File: src/rtl/int_isq.sv
// Integer issue queue: buffers renamed instructions from dispatch, tracks per-source
// sleep bits, wakes entries on writeback broadcasts and issues the oldest ready entry.
// Storage is compacting: index 0 holds the oldest valid entry.
module int_isq #(
  parameter int DATA_WIDTH      = 248,
  parameter int CONDITION_WIDTH = 2,
  parameter int DEPTH           = 8,
  parameter int CNT_WIDTH       = 4
) (
  input  logic                       clock,
  input  logic                       reset_n,
  input  logic                       disp2intisq_enq_valid,
  output logic                       intisq_can_enq,
  output logic                       intisq2disp_enq_ready,
  input  logic [DATA_WIDTH-1:0]      disp2intisq_instr0_enq_data,
  input  logic [CONDITION_WIDTH-1:0] disp2intisq_instr0_enq_condition,
  input  logic                       wb0_valid,
  input  logic [5:0]                 wb0_prd,
  input  logic                       wb1_valid,
  input  logic [5:0]                 wb1_prd,
  output logic                       intisq2exu_issue_valid,
  input  logic                       exu2intisq_issue_ready,
  output logic [DATA_WIDTH-1:0]      intisq2exu_issue_data,
  output logic [CNT_WIDTH-1:0]       intisq_count,
  input  logic                       flush_valid
);

  localparam int IDX_W     = (DEPTH > 1) ? $clog2(DEPTH) : 1;
  localparam int PRS1_MSB  = 116;
  localparam int PRS1_LSB  = 111;
  localparam int PRS2_MSB  = 110;
  localparam int PRS2_LSB  = 105;
  localparam int SRC1_REG  = 104;
  localparam int SRC2_REG  = 103;

  logic [DEPTH-1:0]      valid_q, sleep1_q, sleep2_q;
  logic [DATA_WIDTH-1:0] data_q [DEPTH];
  logic [CNT_WIDTH-1:0]  count_q;

  logic [DEPTH-1:0]      valid_d, sleep1_d, sleep2_d;
  logic [DATA_WIDTH-1:0] data_d [DEPTH];
  logic [CNT_WIDTH-1:0]  count_d;

  // Entry contents as seen from the slot above (used when shifting down on issue)
  logic [DEPTH-1:0]      up_valid, up_sleep1, up_sleep2;
  logic [DATA_WIDTH-1:0] up_data [DEPTH];

  logic [DEPTH-1:0]      wake1, wake2, ready;
  logic [IDX_W-1:0]      sel;
  logic                  any_ready;
  logic                  issue_fire, enq_fire, can_enq;
  logic                  enq_sleep1, enq_sleep2;
  logic [CNT_WIDTH-1:0]  widx;

  function automatic logic wb_hit(input logic [5:0] r, input logic v0, input logic [5:0] p0,
                                  input logic v1, input logic [5:0] p1);
    return (v0 && (p0 == r)) || (v1 && (p1 == r));
  endfunction

  // Wakeup matches, readiness and oldest-first selection
  always_comb begin
    wake1     = '0;
    wake2     = '0;
    ready     = '0;
    sel       = '0;
    any_ready = 1'b0;
    for (int unsigned i = 0; i < DEPTH; i++) begin
      wake1[i] = sleep1_q[i] && wb_hit(data_q[i][PRS1_MSB:PRS1_LSB], wb0_valid, wb0_prd, wb1_valid, wb1_prd);
      wake2[i] = sleep2_q[i] && wb_hit(data_q[i][PRS2_MSB:PRS2_LSB], wb0_valid, wb0_prd, wb1_valid, wb1_prd);
      ready[i] = valid_q[i] && !sleep1_q[i] && !sleep2_q[i];
    end
    for (int unsigned i = DEPTH; i > 0; i--) begin
      if (ready[i-1]) begin
        sel       = IDX_W'(i - 1);
        any_ready = 1'b1;
      end
    end
  end

  // Handshake outputs and enqueue-time sleep evaluation
  always_comb begin
    can_enq                = (count_q < CNT_WIDTH'(DEPTH)) && !flush_valid;
    intisq_can_enq         = can_enq;
    intisq2disp_enq_ready  = can_enq;
    intisq2exu_issue_valid = any_ready && !flush_valid;
    intisq2exu_issue_data  = any_ready ? data_q[sel] : '0;
    intisq_count           = count_q;
    issue_fire             = intisq2exu_issue_valid && exu2intisq_issue_ready;
    enq_fire               = disp2intisq_enq_valid && can_enq;
    enq_sleep1 = disp2intisq_instr0_enq_condition[0] && disp2intisq_instr0_enq_data[SRC1_REG] &&
                 !wb_hit(disp2intisq_instr0_enq_data[PRS1_MSB:PRS1_LSB], wb0_valid, wb0_prd, wb1_valid, wb1_prd);
    enq_sleep2 = disp2intisq_instr0_enq_condition[1] && disp2intisq_instr0_enq_data[SRC2_REG] &&
                 !wb_hit(disp2intisq_instr0_enq_data[PRS2_MSB:PRS2_LSB], wb0_valid, wb0_prd, wb1_valid, wb1_prd);
    widx = count_q - CNT_WIDTH'(issue_fire);
  end

  // Next state: wake in place, shift entries above the issued slot, append, flush
  always_comb begin
    up_valid  = '0;
    up_sleep1 = '0;
    up_sleep2 = '0;
    up_data   = data_q;
    for (int unsigned i = 0; i + 1 < DEPTH; i++) begin
      up_valid[i]  = valid_q[i+1];
      up_sleep1[i] = sleep1_q[i+1] && !wake1[i+1];
      up_sleep2[i] = sleep2_q[i+1] && !wake2[i+1];
      up_data[i]   = data_q[i+1];
    end

    valid_d  = valid_q;
    sleep1_d = sleep1_q;
    sleep2_d = sleep2_q;
    data_d   = data_q;
    count_d  = count_q;

    // Wakeup is resolved at the pre-shift index, so sleep bits travel with their data
    for (int unsigned i = 0; i < DEPTH; i++) begin
      if (issue_fire && (IDX_W'(i) >= sel)) begin
        valid_d[i]  = up_valid[i];
        sleep1_d[i] = up_sleep1[i];
        sleep2_d[i] = up_sleep2[i];
        data_d[i]   = up_data[i];
      end else begin
        sleep1_d[i] = sleep1_q[i] && !wake1[i];
        sleep2_d[i] = sleep2_q[i] && !wake2[i];
      end
    end

    if (enq_fire) begin
      valid_d[widx[IDX_W-1:0]]  = 1'b1;
      sleep1_d[widx[IDX_W-1:0]] = enq_sleep1;
      sleep2_d[widx[IDX_W-1:0]] = enq_sleep2;
      data_d[widx[IDX_W-1:0]]   = disp2intisq_instr0_enq_data;
    end

    case ({enq_fire, issue_fire})
      2'b10:   count_d = count_q + CNT_WIDTH'(1);
      2'b01:   count_d = count_q - CNT_WIDTH'(1);
      default: count_d = count_q;
    endcase

    if (flush_valid) begin
      valid_d  = '0;
      sleep1_d = '0;
      sleep2_d = '0;
      count_d  = '0;
    end
  end

  // State registers
  always_ff @(posedge clock or negedge reset_n) begin
    if (!reset_n) begin
      valid_q  <= '0;
      sleep1_q <= '0;
      sleep2_q <= '0;
      count_q  <= '0;
      for (int unsigned i = 0; i < DEPTH; i++) data_q[i] <= '0;
    end else begin
      valid_q  <= valid_d;
      sleep1_q <= sleep1_d;
      sleep2_q <= sleep2_d;
      count_q  <= count_d;
      data_q   <= data_d;
    end
  end

  a_count_bound: assert property (@(posedge clock) disable iff (!reset_n)
    count_q <= CNT_WIDTH'(DEPTH));
  a_no_enq_full: assert property (@(posedge clock) disable iff (!reset_n)
    !(enq_fire && (count_q == CNT_WIDTH'(DEPTH))));

endmodule

File: config.mk
export PLATFORM = sky130hd
export DESIGN_NAME = int_isq
export DESIGN_NICKNAME = d
export VERILOG_FILES = /design/src/rtl/int_isq.sv
export SDC_FILE = /design/constraint.sdc
export NUM_CORES = 2
export LEC_CHECK = 0
export ABC_AREA = 1
export CORE_MARGIN = 4
export CORE_UTILIZATION = 34
export DETAILED_ROUTE_END_ITERATION = 6
export MAX_ROUTING_LAYER = met4
export PLACE_DENSITY = 0.5
export SYNTH_ARGS = -nofsm -noshare
export SYNTH_HDL_FRONTEND = slang
export SYNTH_SLANG_ARGS = --single-unit
File: constraint.sdc
create_clock -name clock -period 8.9 [get_ports clock]
set_clock_uncertainty 0.1 [all_clocks]
set_input_delay 1.335 -clock clock [delete_from_list [all_inputs] [get_ports clock]]
set_output_delay 1.335 -clock clock [all_outputs]
set_load 0.005 [all_outputs]
Word-level counts from Yosys, hierarchy flattened --
Cells that the tools add are included.
Storage, ports and cells: register bits 2012, latch bits 0, RAM bits 0, bits in read-only memories 0, input port bits 269, output and inout bits 255, logic and storage cells 293, memories 0
Operators by class: add/sub/neg operators 3, $mul 0, divide/modulo/power cells 0, magnitude comparators 14, equal/unequal tests 38, shift operators 0, muxes and demuxes 67, bitwise operators 3, reduce and logical (&&, ||, !) cells 156
Operator list (number):
- $mux W248 | 11
- $bwmux W1984 | 1
- $mux W1984 | 1
- $bmux W248 S3 | 1
- $demux W248 S3 | 1
- $eq A6 B6 Y1 | 36
- $logic_and A1 B1 Y1 | 102
- $mux W8 | 6
- $logic_not A1 Y1 | 35
- $mux W1 | 33
- $mux W3 | 8
- $logic_or A1 B1 Y1 | 18
- $bwmux W8 | 2
- $ge A3 B3 Y1 const A | 4
- $ge A4 B4 Y1 const B | 2
- $not A3 Y4 | 2
- $or A8 B8 Y8 | 1
- $pmux W4 S2 | 1
- $ge A1 B3 Y1 const A | 2
- $ge A2 B3 Y1 const A | 2
- $add A4 B1 Y4 const B | 1
- $lt A3 B4 Y1 const B | 1
- $lt A4 B1 Y1 const B | 1
- $lt A4 B4 Y1 const B | 1
- 8 further kinds | 8

Logic depth before layout (Yosys ltp) --
depth after elaboration 21, gate-level depth with buffers 23, gate-level depth less buffers 21

Worst setup path after synthesis --
OpenSTA, ideal clock, no wires.
path kind in2reg, from in flush_valid, to reg data_q[1880] (netlist bit), library setup time 133 ps, data arrival time 3471 ps, data required time 8667 ps, path slack 5196 ps, stages on the path 19, path buffers 3, cell sequence inv_1 > nand3_4 > inv_2 > ha_1 > ha_1 > or2_1 > nand2_1 > inv_1 > nor2_1 > inv_2 > nor2_1 > inv_2 > buf_2 > nor2_4 > buf_2 > buf_2 > a21oi_1 > o21ai_1 > o21ai_0
RTL lines:
- start, declared | line 25 | input logic flush_valid
- end signal, assigned | line 163 | data_q <= data_d;
- end, declared | line 37 | logic [DATA_WIDTH-1:0] data_q [DEPTH];

Worst setup path after layout --
from reg sleep1_q[0], to out intisq2exu_issue_data[113]
Between the ends: cells in the longest elaborated chain, start to end 9, elaborated cells between the ends (all ways) 10, those cells by class 6 x mux; 1 x bitwise; 3 x reduce/logical
Ends and longest elaborated chain:
- start, declared | line 36 | logic [DEPTH-1:0] valid_q, sleep1_q, sleep2_q;
- start signal, assigned | line 160 | sleep1_q <= sleep1_d;
- $logic_not A1 Y1 (*) | line 70 | ready[i] = valid_q[i] && !sleep1_q[i] && !sleep2_q[i];
- $logic_and A1 B1 Y1 (*) (2 in series) | line 70
- $mux W3 | line 73 | if (ready[i-1]) begin
- $not A3 Y4 (not written as such) | line 86 | intisq2exu_issue_data = any_ready ? data_q[sel] : '0;
- $bmux W248 S3 | line 86
- $mux W248 (not written as such) (2 in series) | line 86
- $mux W248 (*) | line 86
- end, declared | line 23 | output logic [DATA_WIDTH-1:0] intisq2exu_issue_data,
Every way passes the cells marked *; elsewhere a longest branch is shown, timed or not. The select of a mux whose other input is x is not followed.

==> flow_summary.toml <==
[run_status]
status = "finished, violations left"
violations = "DRC"

[synth]
synth_seq_area_share = 0.458
synth-async-reset-ratio = 1.00
synth_fp_nets = 15000
yosysMostFrequentCell = "nand2_1"
ys_warn_count = 0
synth_cells = 14700
netlist_top_cells_count = "nand2_1 (2538), o21ai_0 (2286), dfrtp_1 (2012), a21oi_1 (1597), inv_1 (1342)"
syn_avg_cell_area_um2 = 7.47
synth_cell_type_count = 45
synth_area_mm2 = 0.110
synth-edff-count = 0
synth_ff_type = "dfrtp_1"
netlist.area_leader.share = 0.458
synth.area.top_cells = "dfrtp_1 (46%), o21ai_0 (10%), nand2_1 (8.7%), a21oi_1 (7.3%), inv_1 (4.6%)"
synth-seq-cells = 2012
synth_top_area_cell = "dfrtp_1"

[critical_path]
crit_required_ns = 7.47
cp_cell_sequence = "inv_1, nand3_2, nand2_4, nor2_8, inv_8, nor2_4, buf_12, buf_4, nand3_1, nand2_1, clkdlybuf4s50_1"
start_kind = "flop"
worst_path_largest_cell_delay_ns = 0.99
crit_path_end_kind = "primary output"
crit_slowest_cell = "buf_4"
arrival_ns = 5.65
critical_path_class = "reg2out"
path_max_fanout = 127
cp_num_buf_inv = 5
cpLargestDelayFamily = "buffers and inverters"

[clocking]
cts_resized = 0
clk_pin_slew_ns = 0.06
cts_setup_buffers = 0
cts_inserted_buffers = 242
root_buffer = "clkbuf_16"
h-tree-depth = 4
clk_latency_ns = 0.95
tritoncts = "built"
cts_max_path_buffers = 4
clock_sinks = 2012
hold_buffers = 0

[route]
vias_per_cell = 5.77
drt_wl_total_um = 493000
antenna_left = 0
first_pass_iters = 7
drc_errors = 6
wl_per_cell_um = 26.1
drtIter0Drc = 10600
vias = 109000

[run]
cap_viol_max_count = 0

[finish]
fin_nets = 14600
fill_cells = 33600
multi_input_area_mm2 = 0.0493
register_area_mm2 = 0.0503
area_growth_pct = 14.4
drive_gt1_frac = 0.0414

[floorplan]
core_area_mm2 = 0.321
die-area_mm2 = 0.332
die_h_um = 577
ios = 524
die_x_um = 577
rows = 208
start_util = 0.342

[sta]
finalMaxSlewViolations = 0
worst_slew_pin_slew_ns = 1.24
setup_tns_ns = 0
period_needed_ns = 7.08
hold_violations = 0
slew-limit-headroom = 0.175
rsz0062_at_grt = "false"
fin_crit_sh = 0.796
finalSetupViolCount = 0
fmax_mhz = 141

[placed_design]
hpwl_um = 252000
numPortBuffers = 523
place.gp.congestion = 0.831

[global_route]
grt_overflow = 0
grtUsageTotal = 0.294
grt_pass1_vias = 105000
antenna_found_initial = 50
grt_max_degree = 192
grt_pass1_wl_um = 724000

[pwr]
finalPower_mw = 46.8
power.density_mw_per_mm2 = 373
vdd_drop_max_v = 0.000469
leakage_nw = 53.5

[hold_path]
hp-class = "in2async"
[report_power, final]
group          leakage, nW  total (mW)  internal (mW)  switching, mW
sequential            22.6        16.7           13.7           2.99
clock                 3.93        10.2           5.87           4.35
combinational         26.9        19.9           6.80           13.1
total                 53.5        46.8           26.4           20.4
[metrics by stage]
step	util	hold slack (ns)	area [um^2]	worst slack [ns]	cells
after floorplan	-	0.376	110000	5.20	14700
after global placement	0.366	0.402	118000	2.10	18400
after detailed placement	0.366	0.404	118000	2.03	18400
after CTS	0.391	0.178	126000	1.76	18900
after global routing	0.391	0.246	126000	1.66	18900
final	0.391	0.217	126000	1.82	18900
[path summary, 6_finish.rpt]
kind | start | to | cells after the start | slack, ns
setup / recovery | sleep1_q[0] | intisq2exu_issue_data[113] | 11 | 1.82
hold reg to reg | data_q[1613] | data_q[1861] | 2 | 0.38
max in group asynchronous | reset_n | data_q[1725] | 3 | 6.35
setup reg to reg | sleep1_q[6] | data_q[452] | 15 | 2.91
hold / removal | reset_n | data_q[865] | 1 | 0.22
min in group clock | data_q[1613] | data_q[1861] | 2 | 0.38
[logic make-up (layout without fill, tap and decap cells)]
family / after synthesis / count (layout) / share of synthesized area
flip-flops: 2012 / 2012 / 0.458
other: 0 / 43 / 0
AND/OR/NAND/NOR: 4314 / 4314 / 0.158
AO/OA/AOI/OAI: 5694 / 5694 / 0.285
adder cells (fa/ha/maj): 3 / 3 / 0.000342
buffers and inverters: 2646 / 2489 / 0.0949
XOR/XNOR: 41 / 41 / 0.00327
[metal layers]
metal	global-route usage	routed length [um]	up-vias
met4	0.0955	17300	0
met5	-	0	-
met1	0.398	214000	53800
li1	-	-	49500
met2	0.455	223000	4851
met3	0.0406	38400	909
[cell type report]
cell class	count	share of cell area
Antenna cell	43	0.000856
Clock buffer	362	0.0566
Clock inverter	68	0.00678
Inverter	1354	0.0412
Multi-Input combinational cell	10100	0.392
Sequential cell	2012	0.400
Tap cell	4305	0.0428
Timing Repair Buffer	705	0.0591
[cells in the final DEF (no fill, tap or decap), types with 4 or more instances in the layout]
master / netlist / final
clkbuf_8: 0 / 61
nor4_1: 8 / 8
o211ai_1: 494 / 494
o21ai_0: 2286 / 2286
nand3b_1: 5 / 5
nand2_4: 2 / 5
inv_1: 1342 / 1339
nand2_1: 2538 / 2534
nor2_1: 925 / 921
xor2_1: 24 / 24
nand2_8: 0 / 4
nor2_4: 4 / 10
o21ai_1: 478 / 477
o221ai_1: 5 / 5
buf_4: 15 / 117
clkdlybuf4s50_1: 0 / 522
diode_2: 0 / 43
buf_12: 0 / 65
dfrtp_1: 2012 / 2012
nor3_1: 19 / 19
clkinvlp_4: 0 / 4
a221oi_1: 16 / 16
clkbuf_16: 0 / 242
a21oi_1: 1597 / 1596
a211oi_1: 8 / 8
xnor2_1: 17 / 17
inv_8: 0 / 10
a22oi_1: 366 / 366
o22ai_1: 427 / 427
o2111ai_1: 11 / 11
inv_16: 0 / 5
bufinv_16: 0 / 13
clkbuf_1: 837 / 59
nand4_1: 12 / 12
clkinv_2: 0 / 37
nand3_1: 784 / 784
No activity file was read; power rests on OpenSTA's default activity.
